File: config.mk
export PLATFORM = sky130hd
export DESIGN_NAME = breakout_host_serializer
export DESIGN_NICKNAME = d
export VERILOG_FILES = /design/src/rtl/breakout_pkg.sv /design/src/rtl/sync_2ff.sv /design/src/rtl/breakout_host_serializer.sv
export SDC_FILE = /design/constraint.sdc
export NUM_CORES = 1
export LEC_CHECK = 0
export ABC_AREA = 1
export CORE_MARGIN = 2
export CORE_UTILIZATION = 25
export DETAILED_ROUTE_END_ITERATION = 12
export MAX_ROUTING_LAYER = met4
export SLEW_MARGIN = 20
export SYNTH_ARGS = -nofsm -noshare
export SYNTH_HDL_FRONTEND = slang
export SYNTH_HIERARCHICAL = 1
export SYNTH_SLANG_ARGS = --single-unit
File: constraint.sdc
create_clock -name i_clk -period 2.4 [get_ports i_clk]
set_clock_uncertainty 0.15 [all_clocks]
set_input_delay 0.48 -clock i_clk [delete_from_list [all_inputs] [get_ports i_clk]]
set_output_delay 0.48 -clock i_clk [all_outputs]
set_load 0.05 [all_outputs]
File: src/rtl/breakout_pkg.sv
// Shared frame layout and status payload type for the breakout host serializer.
// Optional feature macro: PARITY_EN (adds an even-parity slot per lane).
package breakout_pkg;

`ifdef PARITY_EN
    localparam int unsigned FRAME_SLOTS = 13;
`else
    localparam int unsigned FRAME_SLOTS = 12;
`endif

    localparam int unsigned SLOT_START  = 0;
    localparam int unsigned SLOT_GAP    = 1;
    localparam int unsigned SLOT_DATA0  = 2;
    localparam int unsigned DATA_BITS   = 8;
    localparam int unsigned SLOT_LP_HI  = SLOT_DATA0 + DATA_BITS;
    localparam int unsigned SLOT_LP_LO  = SLOT_LP_HI + 1;
    localparam int unsigned SLOT_PARITY = SLOT_LP_LO + 1;
    localparam int unsigned STATUS_W    = 20;
    localparam int unsigned SLOT_W      = $clog2(FRAME_SLOTS);

    typedef struct packed {
        logic [7:0] port;
        logic [7:0] button;
        logic [3:0] link_pow;
    } status_t;

endpackage

File: src/rtl/sync_2ff.sv
// Two-flop synchronizer bank for quasi-static status inputs; no debounce.
module sync_2ff #(
    parameter int unsigned WIDTH = 1
) (
    input  logic             i_clk,
    input  logic             i_reset,
    input  logic [WIDTH-1:0] i_d,
    output logic [WIDTH-1:0] o_q
);

    logic [WIDTH-1:0] r_meta;
    logic [WIDTH-1:0] r_sync;

    // Two-stage capture; both stages clear on reset
    always_ff @(posedge i_clk) begin
        if (i_reset) begin
            r_meta <= '0;
            r_sync <= '0;
        end else begin
            r_meta <= i_d;
            r_sync <= r_meta;
        end
    end

    assign o_q = r_sync;

endmodule

File: src/rtl/breakout_host_serializer.sv
// Breakout status serializer: 20 status bits framed onto two lanes plus a
// forwarded clock. Optional macro PARITY_EN appends an even-parity slot.
import breakout_pkg::*;

module breakout_host_serializer #(
    parameter int unsigned CLK_DIV = 2
) (
    input  logic       i_clk,
    input  logic       i_reset,
    input  logic [7:0] i_port,
    input  logic [7:0] i_button,
    input  logic [3:0] i_link_pow,
    output logic       o_clk,
    output logic       o_q0,
    output logic       o_q1
);

    localparam int unsigned       DIV_W     = $clog2(CLK_DIV);
    localparam logic [DIV_W-1:0]  DIV_LAST  = DIV_W'(CLK_DIV - 1);
    localparam logic [DIV_W-1:0]  DIV_HALF  = DIV_W'(CLK_DIV / 2);
    localparam logic [SLOT_W-1:0] SLOT_LAST = SLOT_W'(FRAME_SLOTS - 1);

    status_t           w_in;
    status_t           w_sync;
    status_t           r_snap;
    logic [DIV_W-1:0]  r_div;
    logic [DIV_W-1:0]  w_div_next;
    logic              w_wrap;
    logic [SLOT_W-1:0] r_slot;
    logic [2:0]        w_bit_idx;
    logic              w_q0;
    logic              w_q1;
    logic              r_clk;
    logic              r_q0;
    logic              r_q1;

    assign w_in = {i_port, i_button, i_link_pow};

    sync_2ff #(
        .WIDTH (STATUS_W)
    ) u_sync (
        .i_clk   (i_clk),
        .i_reset (i_reset),
        .i_d     (w_in),
        .o_q     (w_sync)
    );

    // Divider next value; a wrap marks the o_clk falling edge and a slot boundary
    always_comb begin
        w_wrap     = (r_div == DIV_LAST);
        w_div_next = w_wrap ? '0 : r_div + DIV_W'(1);
    end

    // Lane mux: selects the bit pair for the slot about to be driven
    always_comb begin
        w_q0      = 1'b0;
        w_q1      = 1'b0;
        w_bit_idx = 3'(SLOT_W'(SLOT_LP_HI - 1) - r_slot);
        if (r_slot == SLOT_W'(SLOT_START)) begin
            w_q0 = 1'b1;
            w_q1 = 1'b1;
        end else if (r_slot >= SLOT_W'(SLOT_DATA0) && r_slot < SLOT_W'(SLOT_LP_HI)) begin
            w_q0 = r_snap.port[w_bit_idx];
            w_q1 = r_snap.button[w_bit_idx];
        end else if (r_slot == SLOT_W'(SLOT_LP_HI)) begin
            w_q0 = r_snap.link_pow[3];
            w_q1 = r_snap.link_pow[1];
        end else if (r_slot == SLOT_W'(SLOT_LP_LO)) begin
            w_q0 = r_snap.link_pow[2];
            w_q1 = r_snap.link_pow[0];
`ifdef PARITY_EN
        end else if (r_slot == SLOT_W'(SLOT_PARITY)) begin
            w_q0 = (^r_snap.port) ^ r_snap.link_pow[3] ^ r_snap.link_pow[2];
            w_q1 = (^r_snap.button) ^ r_snap.link_pow[1] ^ r_snap.link_pow[0];
`endif
        end
    end

    // Divider, forwarded clock, slot counter, snapshot and lane registers
    always_ff @(posedge i_clk) begin
        if (i_reset) begin
            r_div  <= '0;
            r_slot <= '0;
            r_snap <= '0;
            r_clk  <= 1'b0;
            r_q0   <= 1'b0;
            r_q1   <= 1'b0;
        end else begin
            r_div <= w_div_next;
            r_clk <= (w_div_next >= DIV_HALF);
            if (w_wrap) begin
                r_q0   <= w_q0;
                r_q1   <= w_q1;
                r_slot <= (r_slot == SLOT_LAST) ? '0 : r_slot + SLOT_W'(1);
                if (r_slot == SLOT_W'(SLOT_START)) begin
                    r_snap <= w_sync;
                end
            end
        end
    end

    assign o_clk = r_clk;
    assign o_q0  = r_q0;
    assign o_q1  = r_q1;

endmodule

# Word-level counts from Yosys, hierarchy flattened

Cells that the tools add are included.
W data, S select, Z words.

Logic and storage cells: 36
Output and inout bits: 3
Flip-flop bits (word level): 68
Input bits: 22

Magnitude comparators: 4
Add/subtract/negate cells: 3
Mux-type cells: 14
Reductions and logical operators: 3
Equal/unequal tests: 2

Operator list:

| operator              | count |
|---|---|
| $mux W1               | 11 |
| $eq A4 B4 Y1 const B  | 2 |
| $bmux W1 S3           | 2 |
| $add A4 B1 Y4 const B | 1 |
| $ge A4 B2 Y1 const B  | 1 |
| $logic_not A4 Y1      | 1 |
| $lt A3 B4 Y1 const B  | 1 |
| $lt A4 B4 Y1 const B  | 1 |
| $mux W4               | 1 |
| $sub A1 B3 Y3 const A | 1 |
| $reduce_and A2 Y1     | 1 |
| $add A1 B1 Y1 const B | 1 |
| $ge A1 B1 Y1 const B  | 1 |
| $logic_and A1 B1 Y1   | 1 |

# Depth between registers and ports, before layout

Depth in word-level cells: 5
Gate-level depth with buffers: 8
Depth with buffers taken out: 8

# Cells and area by module

Netlist, hierarchy kept.

Modules (own cells, without submodules):

| module                   | area each (µm²) | times used | seq. area each (µm²) | cells an instance |
|---|---|---|---|---|
| breakout_host_serializer | 1311.3          | 1          | 540.5                | 175 |
| sync_2ff                 | 1146.1          | 1          | 800.8                | 124 |

# Least setup slack after synthesis

No wires, ideal clock.

Path kind: register to register
Start: reg r_div
End: reg r_snap[0] (netlist bit)
Period minus slack after synthesis: 1.553 ns
Buffers on the path: 2
Arrival time: 1.287 ns
Slack: 0.847 ns
Stages on the path, launching flop included: 6
Cell sequence: dfxtp_1 -> buf_2 -> nand3_4 -> buf_6 -> o21ai_1 -> a21oi_1

Word-level cells in the longest chain between the ends: 1

RTL lines:

| item                               | line                           | source |
|---|---|---|
| start: declaration                 | breakout_host_serializer.sv:26 | `logic [DIV_W-1:0] r_div;` |
| start signal: assignment           | breakout_host_serializer.sv:89 | `r_div <= w_div_next;` |
| $reduce_and A2 Y1 (no source line) | n/a                            |  |
| end signal: assignment             | breakout_host_serializer.sv:96 | `r_snap <= w_sync;` |
| end: declaration                   | breakout_host_serializer.sv:25 | `status_t r_snap;` |

No other way between the ends.
A chain may end at the register's enable or synchronous reset.

# Final worst setup path

Start: reg r_q0, in the netlist o_q0
End: out o_q0

RTL lines:

| item                     | line                           | source |
|---|---|---|
| start: declaration       | breakout_host_serializer.sv:34 | `logic r_q0;` |
| start signal: assignment | breakout_host_serializer.sv:92 | `r_q0 <= w_q0;` |
| end: declaration         | breakout_host_serializer.sv:14 | `output logic o_q0,` |

No word-level cell between the ends.

==> metrics.md <==
| Metric | Value |
|---|---|
| First drt pass iteration count | 4 |
| Rel. slew slack | 0.661 |
| Buffers & Inverters on Critical Path | 1 |
| Row count | 36 |
| First-pass GRT wire length | 6860 um |
| Most common cell after layout, fill and taps aside | dfxtp_1 |
| Clock Latency Late Sink | 0.34 ns |
| Power share of the sequential group | 0.510 |
| Slew Viols, Final | 0 |
| Hold Worst Slack | 0.249 ns |
| Post-CTS setup buffers | 0 |
| Avg Inst Size Synth | 8.22 um2 |
| NetSw | 610 uW |
| Worst setup margin | 0.294 ns |
| Crit share post-route | 0.877 |
| Worst EP required | 1.77 ns |
| Total gr overflow | 0 |
| WS Path Type | reg -> out |
| Int Pwr | 1760 uW |
| Largest family of logic cells by synthesized area | simple AND/OR/NAND/NOR gates |
| Worst-margin pin slew | 0.506 ns |
| Net Count, Synth | 325 |
| CTS tree | built |
| Clock buffer depth | 2 |
| CTS root buf | clkbuf_8 |
| CTS Buf Count | 9 |
| Delay-heaviest family, CP | buffers and inverters |
| Mapped cell area | 2460 um2 |
| IO Port Bufs | 24 |
| Max Freq | 475 MHz |
| DPL Wire Length | 2690 um |
| Post-synthesis mux area share | 0 |
| Sw frac | 0.257 |
| Post-route ant nets | 0 |
| Final Cell Area | 2950 um2 |
| Nature of the critical path endpoint | output pin |
| CTS sink count | 67 |
| Die ar. | 10600 um2 |
| Crit-path slowest cell | clkdlybuf4s50_1 |
| Die width | 103 um |
| Startpoint types | flip-flop |
| Starting Density | 0.255 |
| Cell area after placement | 2750 um2 |
| RePlAce Congestion | 0.791 |
| Core ar. | 9640 um2 |
| Sequential area share after synthesis | 0.546 |
| Static Leak | 0.00130 uW |
| Area growth syn-to-layout | 19.9% |
| Final setup fails | 0 |
| Comb pwr share | 0.097 |
| CTS Hold Bufs | 0 |
| Total track usage | 0.0871 |
| Final instance count without filler cells | 460 |
| Max incr delay on CP | 0.80 ns |
| Final Hold Fails | 0 |
| P per Cell Area | 805 nW/um2 |
| FILL cells | 1046 |
| Post-Synth Adder-Cell Area | 0.0204 |
| Max rail drop VDD | 0.298 mV |
| Min Tclk post-route | 2.11 ns |
| Simple-gate share of the synthesized area | 0.160 |
| Vias per std cell | 3.81 |
| Critical Path AT | 1.48 ns |
| Cell count after synthesis | 299 |
| CP cell instances | clkdlybuf4s50_1 |
| Clk network pwr share | 0.393 |
| CTS HTree Levels | 3 |
| Pre-CTS setup slack | 0.511 ns |
| Ant diodes | 0 |
| Initial antenna violation count | 0 |
| Via count | 1751 |
| RSZ-0062 raised after global routing | false |
| IO Pins | 25 |
| Placed Instances | 444 |
| Post-Synth XOR/XNOR Area | 0.00356 |
| Clock slew at reported path FFs | 0.08 ns |
| CTS resizes | 0 |
| Synthesis Warnings | 6 |
| Final wirelength | 3930 um |
| Post-synthesis cell type count | 20 |
| DRT iter0 DRCs | 100 |
| Vias in the first global route | 1639 |
| Flops & latches, synth | 67 |
| Nets | 348 |
| Proportion of layout cells with a drive suffix above 1 | 0.0795 |
| DRC Markers | 0 |
| Wirelength per Cell | 8.53 um |
| Die Y | 103 um |
| Largest net degree at the start of global routing | 41 |
| Status | finished clean |
| Most frequent cells in the layout | dfxtp_1 (67), inv_1 (65), nor2_1 (42), a21oi_1 (27), nand2_1 (25) |
| Post-route setup TNS | 0 ns |
| Crit path max fanout | 2 |
| Maxcap violations | 0 |
| Tightest Hold Check Type | reg -> reg |
| Compound-cell area share of the yosys netlist | 0.112 |
[per-layer routing]
metal  GRT usage  vias to the layer above  routed length (um)
li1            -                      956                   -
met1      0.0888                      755                1800
met2       0.141                       30                1840
met3      0.0285                       10                 172
met4      0.0607                        0                 116
met5           -                        -                   0
[path summary, 6_finish.rpt]
path	slack (ns)	depth (start not counted)	to	start
worst max-delay path	0.29	1	o_q0	o_q0
worst min-delay path	0.25	2	u_sync/o_q[4]	u_sync/r_meta[4]
worst max register to register	0.50	5	r_snap[2]	r_slot[0]
worst min register to register	0.25	2	u_sync/o_q[4]	u_sync/r_meta[4]
[cells by family after synthesis]
group	Yosys count
simple gates	91
fa+ha+maj	4
flops	67
buf+inv	83
xor+xnor	1
compound gates	53
[through the flow]
step / power [uW] / utilization
finish: 2370 / 0.306
global placement: 1460 / 0.285
CTS: 2410 / 0.306
global route: 2490 / 0.306
detailed placement: 1470 / 0.285
floorplan: 1410 / -
[cell usage after synthesis]
master / count / area (um2)
dfxtp_1: 67 / 1340
inv_1: 65 / 244
nor2_1: 42 / 158
a21oi_1: 27 / 135
nand2_1: 25 / 93.8
nand3_1: 20 / 100
o21ai_1: 18 / 90.1
buf_6: 10 / 113
o21ai_0: 5 / 25.0
ha_1: 4 / 50.1
inv_2: 3 / 11.3
buf_2: 2 / 10.0
clkbuf_1: 2 / 7.51
nand4_1: 2 / 12.5
o21ai_2: 2 / 17.5
clkinv_1: 1 / 3.75
nand3_4: 1 / 17.5
nor2_4: 1 / 11.3
o211ai_1: 1 / 7.51
xnor2_1: 1 / 8.76
[state kept, by name, summed over array words and instances, names as in the netlist]
register	count
r_div	1
u_sync/o_q	20
o_q1	1
r_snap	20
r_slot	4
u_sync/r_meta	20
o_q0	1
[power by group through the flow]
| stage | Combinational, uW | Clock (uW) | Sequential [uW] |
|---|---|---|---|
| after floorplan | 172 | 0 | 1240 |
| after global placement | 229 | 0 | 1230 |
| after detailed placement | 234 | 0 | 1240 |
| after CTS | 235 | 960 | 1210 |
| after global routing | 267 | 1010 | 1220 |
| final | 231 | 931 | 1210 |
[final cells by class]
| cell class | count | area (um2) | area share |
|---|---|---|---|
| timing repair buffer | 26 | 253 | 0.0858 |
| clock buffer | 9 | 124 | 0.0420 |
| clock inverter | 7 | 76.3 | 0.0259 |
| sequential | 67 | 1340 | 0.455 |
| tap | 133 | 166 | 0.0565 |
| inverter | 69 | 259 | 0.0879 |
| multi-input combinational | 149 | 727 | 0.247 |
Note: power is estimated with default switching activity, not from simulation.
